--- src/rtl/trigger_scheduler_if.sv ---
// Issue handshake between the trigger scheduler and the downstream pipe.
interface trigger_scheduler_if #(
    parameter int NUM_TRIGGERS = 16
) ();
    localparam int IW = (NUM_TRIGGERS > 1) ? $clog2(NUM_TRIGGERS) : 1;

    logic          issue_valid;
    logic          issue_ready;
    logic [IW-1:0] issue_index;

    modport master (
        output issue_valid,
        output issue_index,
        input  issue_ready
    );

    modport slave (
        input  issue_valid,
        input  issue_index,
        output issue_ready
    );
endinterface

--- src/rtl/trigger_scheduler.sv ---
// Trigger scheduler: per-slot eligibility, arbitration, issue register
// and pending dequeue / predicate-write hazard tracking.
module trigger_scheduler #(
    parameter int NUM_TRIGGERS          = 16,
    parameter int NUM_PREDICATES        = 8,
    parameter int NUM_INPUT_CHANNELS    = 4,
    parameter int NUM_OUTPUT_CHANNELS   = 4,
    parameter int MAX_CHANNELS_TO_CHECK = 2,
    parameter int TAG_WIDTH             = 2,
    parameter int HAZARD_LATENCY        = 2,
    parameter int ARBITRATION_MODE      = 0,
    localparam int CW = $clog2(NUM_INPUT_CHANNELS + 1),
    localparam int TRIGGER_WIDTH = 1 + 2 * NUM_PREDICATES
        + MAX_CHANNELS_TO_CHECK * (CW + TAG_WIDTH + 1)
        + NUM_OUTPUT_CHANNELS
) (
    input  logic clock,
    input  logic reset,
    input  logic [NUM_TRIGGERS-1:0][TRIGGER_WIDTH-1:0] triggers,
    input  logic [NUM_TRIGGERS-1:0][NUM_INPUT_CHANNELS-1:0]
        trigger_dequeue_masks,
    input  logic [NUM_TRIGGERS-1:0][NUM_PREDICATES-1:0]
        trigger_predicate_write_masks,
    input  logic [NUM_PREDICATES-1:0] predicates,
    input  logic [NUM_INPUT_CHANNELS-1:0] input_channel_empty_status,
    input  logic [NUM_INPUT_CHANNELS-1:0][TAG_WIDTH-1:0] input_channel_tags,
    input  logic [NUM_OUTPUT_CHANNELS-1:0] output_channel_full_status,
    input  logic halt,
    input  logic flush,
    trigger_scheduler_if.master issue,
    output logic [NUM_TRIGGERS-1:0] eligible
);
    localparam int IW = (NUM_TRIGGERS > 1) ? $clog2(NUM_TRIGGERS) : 1;
    localparam int CNT_W = 3;
    localparam logic [CNT_W-1:0] LAT = CNT_W'(HAZARD_LATENCY);

    typedef struct packed {
        logic                                           vi;
        logic [2*NUM_PREDICATES-1:0]                    ptm;
        logic [MAX_CHANNELS_TO_CHECK-1:0][CW-1:0]       ici;
        logic [MAX_CHANNELS_TO_CHECK-1:0][TAG_WIDTH-1:0] ictv;
        logic [MAX_CHANNELS_TO_CHECK-1:0]               ictb;
        logic [NUM_OUTPUT_CHANNELS-1:0]                 oci;
    } trigger_t;

    logic [CNT_W-1:0] deq_cnt [NUM_INPUT_CHANNELS];
    logic [CNT_W-1:0] wr_cnt  [NUM_PREDICATES];
    logic [NUM_INPUT_CHANNELS-1:0] deq_busy;
    logic [NUM_PREDICATES-1:0]     wr_busy;

    logic [IW-1:0] rr_pointer;
    logic [IW-1:0] rr_base;
    logic [IW-1:0] winner;
    logic [IW-1:0] cand;
    int            scan_idx;
    logic          found;
    logic          hs;
    logic          load;

    assign hs   = issue.issue_valid && issue.issue_ready;
    assign load = (!issue.issue_valid || hs) && !halt;

    always_comb begin
        deq_busy = '0;
        wr_busy  = '0;
        for (int c = 0; c < NUM_INPUT_CHANNELS; c++)
            deq_busy[c] = deq_cnt[c] != '0;
        for (int p = 0; p < NUM_PREDICATES; p++)
            wr_busy[p] = wr_cnt[p] != '0;
    end

    for (genvar t = 0; t < NUM_TRIGGERS; t++) begin : g_slot
        trigger_t                  trg;
        logic [NUM_PREDICATES-1:0] true_m;
        logic [NUM_PREDICATES-1:0] false_m;
        logic                      chan_ok;

        assign trg     = trigger_t'(triggers[t]);
        assign true_m  = trg.ptm[2*NUM_PREDICATES-1 -: NUM_PREDICATES];
        assign false_m = trg.ptm[NUM_PREDICATES-1:0];

        always_comb begin
            chan_ok = 1'b1;
            for (int s = 0; s < MAX_CHANNELS_TO_CHECK; s++) begin
                for (int c = 0; c < NUM_INPUT_CHANNELS; c++) begin
                    if (trg.ici[s] == CW'(c + 1)) begin
                        if (input_channel_empty_status[c] || deq_busy[c])
                            chan_ok = 1'b0;
                        if ((input_channel_tags[c] == trg.ictv[s])
                            != trg.ictb[s])
                            chan_ok = 1'b0;
                    end
                end
            end
        end

        assign eligible[t] = trg.vi && chan_ok
            && ((true_m & ~predicates) == '0)
            && ((false_m & predicates) == '0)
            && (((true_m | false_m) & wr_busy) == '0)
            && ((trg.oci & output_channel_full_status) == '0);
    end

    // A handshaking slot counts as the last winner for this edge's search.
    assign rr_base = hs ? issue.issue_index : rr_pointer;

    always_comb begin
        winner   = '0;
        found    = 1'b0;
        scan_idx = 0;
        cand     = '0;
        for (int k = 0; k < NUM_TRIGGERS; k++) begin
            if (ARBITRATION_MODE == 0) begin
                scan_idx = k;
            end else begin
                scan_idx = int'(rr_base) + 1 + k;
                if (scan_idx >= NUM_TRIGGERS)
                    scan_idx = scan_idx - NUM_TRIGGERS;
            end
            cand = IW'(scan_idx);
            if (!found && eligible[cand]) begin
                winner = cand;
                found  = 1'b1;
            end
        end
    end

    always_ff @(posedge clock) begin
        if (reset) begin
            issue.issue_valid <= 1'b0;
            issue.issue_index <= '0;
            rr_pointer        <= IW'(NUM_TRIGGERS - 1);
            for (int c = 0; c < NUM_INPUT_CHANNELS; c++) deq_cnt[c] <= '0;
            for (int p = 0; p < NUM_PREDICATES; p++) wr_cnt[p] <= '0;
        end else if (flush) begin
            issue.issue_valid <= 1'b0;
            for (int c = 0; c < NUM_INPUT_CHANNELS; c++) deq_cnt[c] <= '0;
            for (int p = 0; p < NUM_PREDICATES; p++) wr_cnt[p] <= '0;
        end else begin
            if (load) begin
                issue.issue_valid <= |eligible;
                if (|eligible)
                    issue.issue_index <= winner;
            end else if (hs) begin
                issue.issue_valid <= 1'b0;
            end
            if (hs)
                rr_pointer <= issue.issue_index;
            for (int c = 0; c < NUM_INPUT_CHANNELS; c++) begin
                if (hs && trigger_dequeue_masks[issue.issue_index][c])
                    deq_cnt[c] <= LAT;
                else if (deq_cnt[c] != '0)
                    deq_cnt[c] <= deq_cnt[c] - 1'b1;
            end
            for (int p = 0; p < NUM_PREDICATES; p++) begin
                if (hs && trigger_predicate_write_masks[issue.issue_index][p])
                    wr_cnt[p] <= LAT;
                else if (wr_cnt[p] != '0)
                    wr_cnt[p] <= wr_cnt[p] - 1'b1;
            end
        end
    end
endmodule

--- src/flat_wrapper.sv ---
// flat-port wrapper written by rule: the top's interface ports become plain ports
module trigger_scheduler_flat 
#(
    parameter int NUM_TRIGGERS          = 16,
    parameter int NUM_PREDICATES        = 8,
    parameter int NUM_INPUT_CHANNELS    = 4,
    parameter int NUM_OUTPUT_CHANNELS   = 4,
    parameter int MAX_CHANNELS_TO_CHECK = 2,
    parameter int TAG_WIDTH             = 2,
    parameter int HAZARD_LATENCY        = 2,
    parameter int ARBITRATION_MODE      = 0,
    localparam int CW = $clog2(NUM_INPUT_CHANNELS + 1),
    localparam int TRIGGER_WIDTH = 1 + 2 * NUM_PREDICATES
        + MAX_CHANNELS_TO_CHECK * (CW + TAG_WIDTH + 1)
        + NUM_OUTPUT_CHANNELS
)
  (clock, reset, triggers, trigger_dequeue_masks, trigger_predicate_write_masks, predicates, input_channel_empty_status, input_channel_tags, output_channel_full_status, halt, flush, eligible, issue_issue_valid, issue_issue_index, issue_issue_ready);
  trigger_scheduler_if #(.NUM_TRIGGERS(NUM_TRIGGERS)) issue_i ();
  input  logic clock;
  input  logic reset;
  input  logic [NUM_TRIGGERS-1:0][TRIGGER_WIDTH-1:0] triggers;
  input  logic [NUM_TRIGGERS-1:0][NUM_INPUT_CHANNELS-1:0] trigger_dequeue_masks;
  input  logic [NUM_TRIGGERS-1:0][NUM_PREDICATES-1:0] trigger_predicate_write_masks;
  input  logic [NUM_PREDICATES-1:0] predicates;
  input  logic [NUM_INPUT_CHANNELS-1:0] input_channel_empty_status;
  input  logic [NUM_INPUT_CHANNELS-1:0][TAG_WIDTH-1:0] input_channel_tags;
  input  logic [NUM_OUTPUT_CHANNELS-1:0] output_channel_full_status;
  input  logic halt;
  input  logic flush;
  output logic [NUM_TRIGGERS-1:0] eligible;
  output wire logic [$bits(issue_i.issue_valid)-1:0] issue_issue_valid;
  output wire logic [$bits(issue_i.issue_index)-1:0] issue_issue_index;
  input wire logic [$bits(issue_i.issue_ready)-1:0] issue_issue_ready;
  assign issue_issue_valid = issue_i.issue_valid;
  assign issue_issue_index = issue_i.issue_index;
  assign issue_i.issue_ready = issue_issue_ready;
  trigger_scheduler #(.NUM_TRIGGERS(NUM_TRIGGERS), .NUM_PREDICATES(NUM_PREDICATES), .NUM_INPUT_CHANNELS(NUM_INPUT_CHANNELS), .NUM_OUTPUT_CHANNELS(NUM_OUTPUT_CHANNELS), .MAX_CHANNELS_TO_CHECK(MAX_CHANNELS_TO_CHECK), .TAG_WIDTH(TAG_WIDTH), .HAZARD_LATENCY(HAZARD_LATENCY), .ARBITRATION_MODE(ARBITRATION_MODE)) u_core (.clock(clock), .reset(reset), .triggers(triggers), .trigger_dequeue_masks(trigger_dequeue_masks), .trigger_predicate_write_masks(trigger_predicate_write_masks), .predicates(predicates), .input_channel_empty_status(input_channel_empty_status), .input_channel_tags(input_channel_tags), .output_channel_full_status(output_channel_full_status), .halt(halt), .flush(flush), .issue(issue_i), .eligible(eligible));
endmodule
--- config.mk ---
export PLATFORM = sky130hd
export DESIGN_NAME = trigger_scheduler_flat
export DESIGN_NICKNAME = d
export VERILOG_FILES = /design/src/rtl/trigger_scheduler_if.sv /design/src/rtl/trigger_scheduler.sv /design/src/flat_wrapper.sv
export SDC_FILE = /design/constraint.sdc
export NUM_CORES = 1
export LEC_CHECK = 0
export BUFFER_PORTS_ARGS = -buffer_cell sky130_fd_sc_hd__buf_2
export CAP_MARGIN = 20
export CORE_AREA = 2 2 297 299
export CTS_CLUSTER_SIZE = 12
export DETAILED_ROUTE_END_ITERATION = 10
export DIE_AREA = 0 0 299 301
export PLACE_DENSITY_LB_ADDON = 0.25
export SLEW_MARGIN = 20
export SYNTH_ARGS = -nofsm -noshare
export SYNTH_HDL_FRONTEND = slang
export SYNTH_SLANG_ARGS = --single-unit
--- constraint.sdc ---
create_clock -name clock -period 7.6 [get_ports clock]
set_clock_uncertainty 0.05 [all_clocks]
set_input_delay 0.38 -clock clock [delete_from_list [all_inputs] [get_ports clock]]
set_output_delay 0.38 -clock clock [all_outputs]
set_load 0.005 [all_outputs]
After elaboration in Yosys (flattened, before gate mapping)

Memories as Yosys holds them, arrays and structs flattened.
Index checks and enable logic that the tools add are counted.

Flip-flop bits (word level): 5
Bits in writable memories: 36
Bits of input ports: 749
Output and inout port bits: 21
Word-level logic and storage cells: 1,284
Memories: 2

Memory list:

| name           | words | width | read ports | clocked after Yosys merged registers in | write ports | line                    | source |
|---|---|---|---|---|---|---|---|
| u_core.wr_cnt  | 8     | 3     | 8          | 0                                       | 8           | trigger_scheduler.sv:47 | `logic [CNT_W-1:0] wr_cnt [NUM_PREDICATES];` |
| u_core.deq_cnt | 4     | 3     | 4          | 0                                       | 4           | trigger_scheduler.sv:46 | `logic [CNT_W-1:0] deq_cnt [NUM_INPUT_CHANNELS];` |

$add $sub $neg: 12
Order comparisons: 1
Equal/unequal tests: 384
Muxes and demuxes: 554
Bitwise operators: 118
Reductions and logical operators: 211

Operator list:

| cell                | number |
|---|---|
| $mux 1              | 500 |
| $and 8x8->8         | 48 |
| $logic_not 8->1     | 48 |
| $eq 2x2->1          | 128 |
| $eq 3x2->1 const B  | 64 |
| $ne 1x1->1          | 128 |
| $or 8x8->8          | 16 |
| $mux 3              | 40 |
| $logic_and 1x1->1   | 109 |
| $eq 3x1->1 const B  | 32 |
| $eq 3x3->1 const B  | 32 |
| $and 4x4->4         | 16 |
| $logic_not 4->1     | 16 |
| $mux 4              | 9 |
| $or 1x1->1          | 36 |
| $reduce_bool 3->1   | 12 |
| $sub 3x1->3 const B | 12 |
| $bmux 8 s4          | 1 |
| $logic_not 1->1     | 17 |
| $bmux 4 s4          | 1 |
| $reduce_or 16->1    | 1 |
| $mux 8              | 1 |
| $not 8->8           | 1 |
| $logic_or 1x1->1    | 5 |
| other kinds (6)     | 7 |

Depth between registers and ports, before layout

An unclocked memory read counts as a cell.

Depth in word-level cells: 78
Depth in mapped cells: 17

Worst setup path before layout

OpenSTA, ideal clock, no wires.

Path kind: register to register
From: memory u_core.deq_cnt[0][0]
To: register u_core.issue.issue_index[0]
Data arrival time: 2,906 ps
Required time: 7,433 ps
Slack: 4,528 ps
Cell stages (with the launch flop): 17
Cell sequence: dfxtp_1 inv_1 ha_1 ha_1 buf_2 nand2b_1 buf_2 buf_4 nor2_1 a221o_1 a21oi_1 mux2i_1 a2111oi_2 nand2_2 o21ai_1 o221ai_1 nor3b_2

RTL lines:

| element              | line                       | source |
|---|---|---|
| start, declared      | trigger_scheduler.sv:46    |  |
| end signal, assigned | trigger_scheduler.sv:143   | `issue.issue_index <= winner;` |
| end, declared        | trigger_scheduler_if.sv:13 | `output issue_index,` |

==> summary.txt <==
Synth
  – Top-area cell type share of the netlist area: between 10% and 20%
  – Post-synth top cells: nor2_1 (196), xnor2_1 (178), xor2_1 (109), a21oi_1 (85), o21ai_0 (78)
  – YS warnings: 0
  – Register area share after synthesis: 8.57%
  – Synth cell types: 95
  – Top post-synthesis cells by area: xnor2_1 (12%), mux4_2 (9.9%), edfxtp_1 (7.4%)
  – Register bit count reported by yosys: 41
  – Count leader, synth: nor2_1
  – Number of synthesized flops with an enable pin: 33
  – Synthesized area per cell: between 7 and 8 um2
  – Leading area contributor after synthesis: xnor2_1
  – Ys flop type: edfxtp_1
  – Mapped Area: between 0.01 and 0.015 mm2
  – Ys async rst share: 0%
  – Synth Instances: about 1700
  – Syn_nets: approximately 2500

Place
  – IO Port Bufs: 769
  – Post-DP HPWL: around 80 mm
  – Placer Congestion: between 0.9 and 1

GRT
  – Vias in the first global route: between 15000 and 20000
  – Largest net degree at the start of global routing: 51
  – First-pass GRT wire length: about 120 mm
  – Number of antenna violations at the first check in global routing: about 60
  – Global Route Usage Sum: between 10% and 20%
  – GR Overflow Total: 0

Power
  – Seq pwr share: between 10% and 20%
  – VDD IR max: 0.110 mV
  – Sw frac: around 56%
  – Total power: 0.00277 W
  – Clock power share: a little under a tenth
  – PD cells: roughly 150 mW/mm2
  – P_int: around 0.0012 W
  – NetSw: 0.00154 W
  – Comb power frac: between 70% and 80%
  – Static Leakage: between 7 and 8 nW

Routing
  – DRT antenna net count: 0
  – Via density: 4.81
  – Iter 0 DRT Violations: ~1500
  – # DRC: 0
  – Wire per inst: 26.3 um
  – Pre-antenna DRT Iters: 6
  – Vias: approximately 17000
  – Final wirelength: around 94 mm

Worst setup path
  – Reg2Reg Launch Point: u_core.wr_cnt[0][12]
  – CP startpoint kind: flip-flop
  – Worst setup endpoint: eligible[6]
  – R2R depth: 12
  – CP Data Required Time: just over 7000 ps
  – CP Data Arrival Time: approximately 4000 ps
  – Critical R2R Capture: u_core.issue.issue_index[3]
  – Crit end category: primary output
  – Worst Setup SP: u_core.wr_cnt[0][12]
  – Reg2Reg Setup Slack: about 3200 ps
  – Critical path peak fanout: 14
  – WS Path Type: reg2out

Status
  – Status: finished, final reports clean

Floorplanning
  – Core Region: slightly below 0.09 mm2
  – # rows: roughly 110
  – I/O pin total: 770
  – Die Width: between 200 and 300 um
  – Initial Utilization: around 16%
  – Die Height: between 300 and 400 um
  – Die area: between 0.08 and 0.09 mm2

Timing
  – Max Clock Freq: between 200 and 250 MHz
  – Max Slew Vio Count: 0
  – Final Hold Fails: 0
  – RSZ-0062 raised after global routing: false
  – # setup viols final: 0
  – Least-Margin Pin Slew: between 1000 and 1500 ps
  – Rel. slew slack: 29.0%
  – Period utilisation layout: 57.8%
  – Setup total negative slack: 0 ps
  – Minimum clock period: about 4400 ps

Clock network
  – CTS root buffer: clkbuf_16
  – Clock Sinks: between 40 and 50
  – Post-CTS Setup Repair Bufs: 0
  – CTS max path bufs: 2
  – CTS resizes: 0
  – Hold bufs inserted after CTS: 0
  – CTS Buf Count: 5
  – # H-tree levels: 2
  – Skew-Pair Late Insertion Delay: 310 ps
  – CTS tree: done
  – Clock slew at reported path FFs: about 70 ps

Flow run
  – Number of max-cap violations: 0

Cells and area
  – Fillers: roughly 9900
  – Fin nets: between 3000 and 4000
  – Layout cells sized above 1: slightly below 40%
  – Area Overhead vs Synth: 37.2%

Min path
  – Worst hold path startpoint: reset
  – Hold Crit Class: in2reg
-- cell type report --
class                      instances  area, um2  area share (%)
multi-input combinational       1461      11300            61.3
clock inverter                     3       43.8           0.238
inverter                          63        236            1.28
sequential                        41       1160            6.27
tap                             1155       1450            7.84
clock buffer                       5        125           0.679
antenna                           33       82.6           0.448
timing repair buffer             795       4040            21.9
-- sequential cells by signal, summed over array words and instances (netlist names) --
signal	count
u_core.wr_cnt	24
u_core.deq_cnt	12
u_core.issue.issue_valid	1
u_core.issue.issue_index	4
-- metrics by stage --
stage / instance area [um2] / instances / hold WS (ps) / setup slack [ps] / util (%)
3_3_place_gp: 18200 / 3515 / 423 / 2970 / 21.0
4_1_cts: 18300 / 3523 / 348 / 3050 / 21.2
5_1_grt: 18400 / 3543 / 382 / 2780 / 21.3
6_report: 18400 / 3556 / 363 / 3200 / 21.3
3_5_place_dp: 18200 / 3515 / 427 / 3050 / 21.0
2_1_floorplan: 13400 / 1698 / 400 / 4530 / -
-- layout by cell type (no fill, tap or decap), types with 33 or more instances in the layout --
master and n:
buf_2 769, nor2_1 196, xnor2_1 178, xor2_1 109
a21oi_1 85, o21ai_0 78, nand4_1 75, nand2_1 71
inv_1 62, mux4_2 59, a211o_1 45, mux2i_1 43
diode_2 33, nor2b_1 33, edfxtp_1 33
-- cell families (layout without fill, tap and decap cells) --
| logic type | count (synthesis) | after routing | synth area share, % |
|---|---|---|---|
| AOI/OAI and AO/OA | 434 | 434 | 23.7 |
| xor gates and xnor gates | 287 | 287 | 18.7 |
| adders and majority gates | 24 | 24 | 2.24 |
| buffers and inverters | 196 | 866 | 7.78 |
| DFF | 41 | 41 | 8.57 |
| muxes | 112 | 112 | 13.9 |
| other | 0 | 33 | 0 |
| and+or+nand+nor | 604 | 604 | 25.1 |
-- power groups by stage --
stage	logic, W	registers (W)	clock network [W]
after CTS	0.00211	0.000379	0.000279
after global placement	0.00211	0.000382	0
after floorplan	0.00118	0.000371	0
after global routing	0.00228	0.000390	0.000284
after detailed placement	0.00210	0.000384	0
final	0.00212	0.000378	0.000267
-- worst max-delay path: stages, from the launching register on --
cell and delay, ps:
edfxtp_1 380, inv_1 90, ha_1 180, nor2b_2 860, o221ai_1 200, a2111oi_0 400, o2111ai_1 480, a2111oi_2 760
buf_2 290
-- worst min path at each step --
stage               slack [ps]  cells past startpoint                          end
floorplan                  400                      1  u_core.issue.issue_index[0]
global placement           420                      2         u_core.deq_cnt[0][2]
detailed placement         430                      2         u_core.deq_cnt[0][2]
CTS                        350                      3     u_core.issue.issue_valid
global route               380                      2  u_core.issue.issue_index[0]
finish                     360                      2  u_core.issue.issue_index[0]
-- per-layer routing --
layer / global-route usage (%) / vias up / share of wire, %
met5: 0 / - / 0.19
met4: 8.07 / 28 / 4.1
met3: 4.33 / 152 / 8.9
met2: 32.0 / 940 / 47
met1: 24.8 / 8142 / 40
li1: - / 7844 / -
Power figures use the tool's default switching activity.
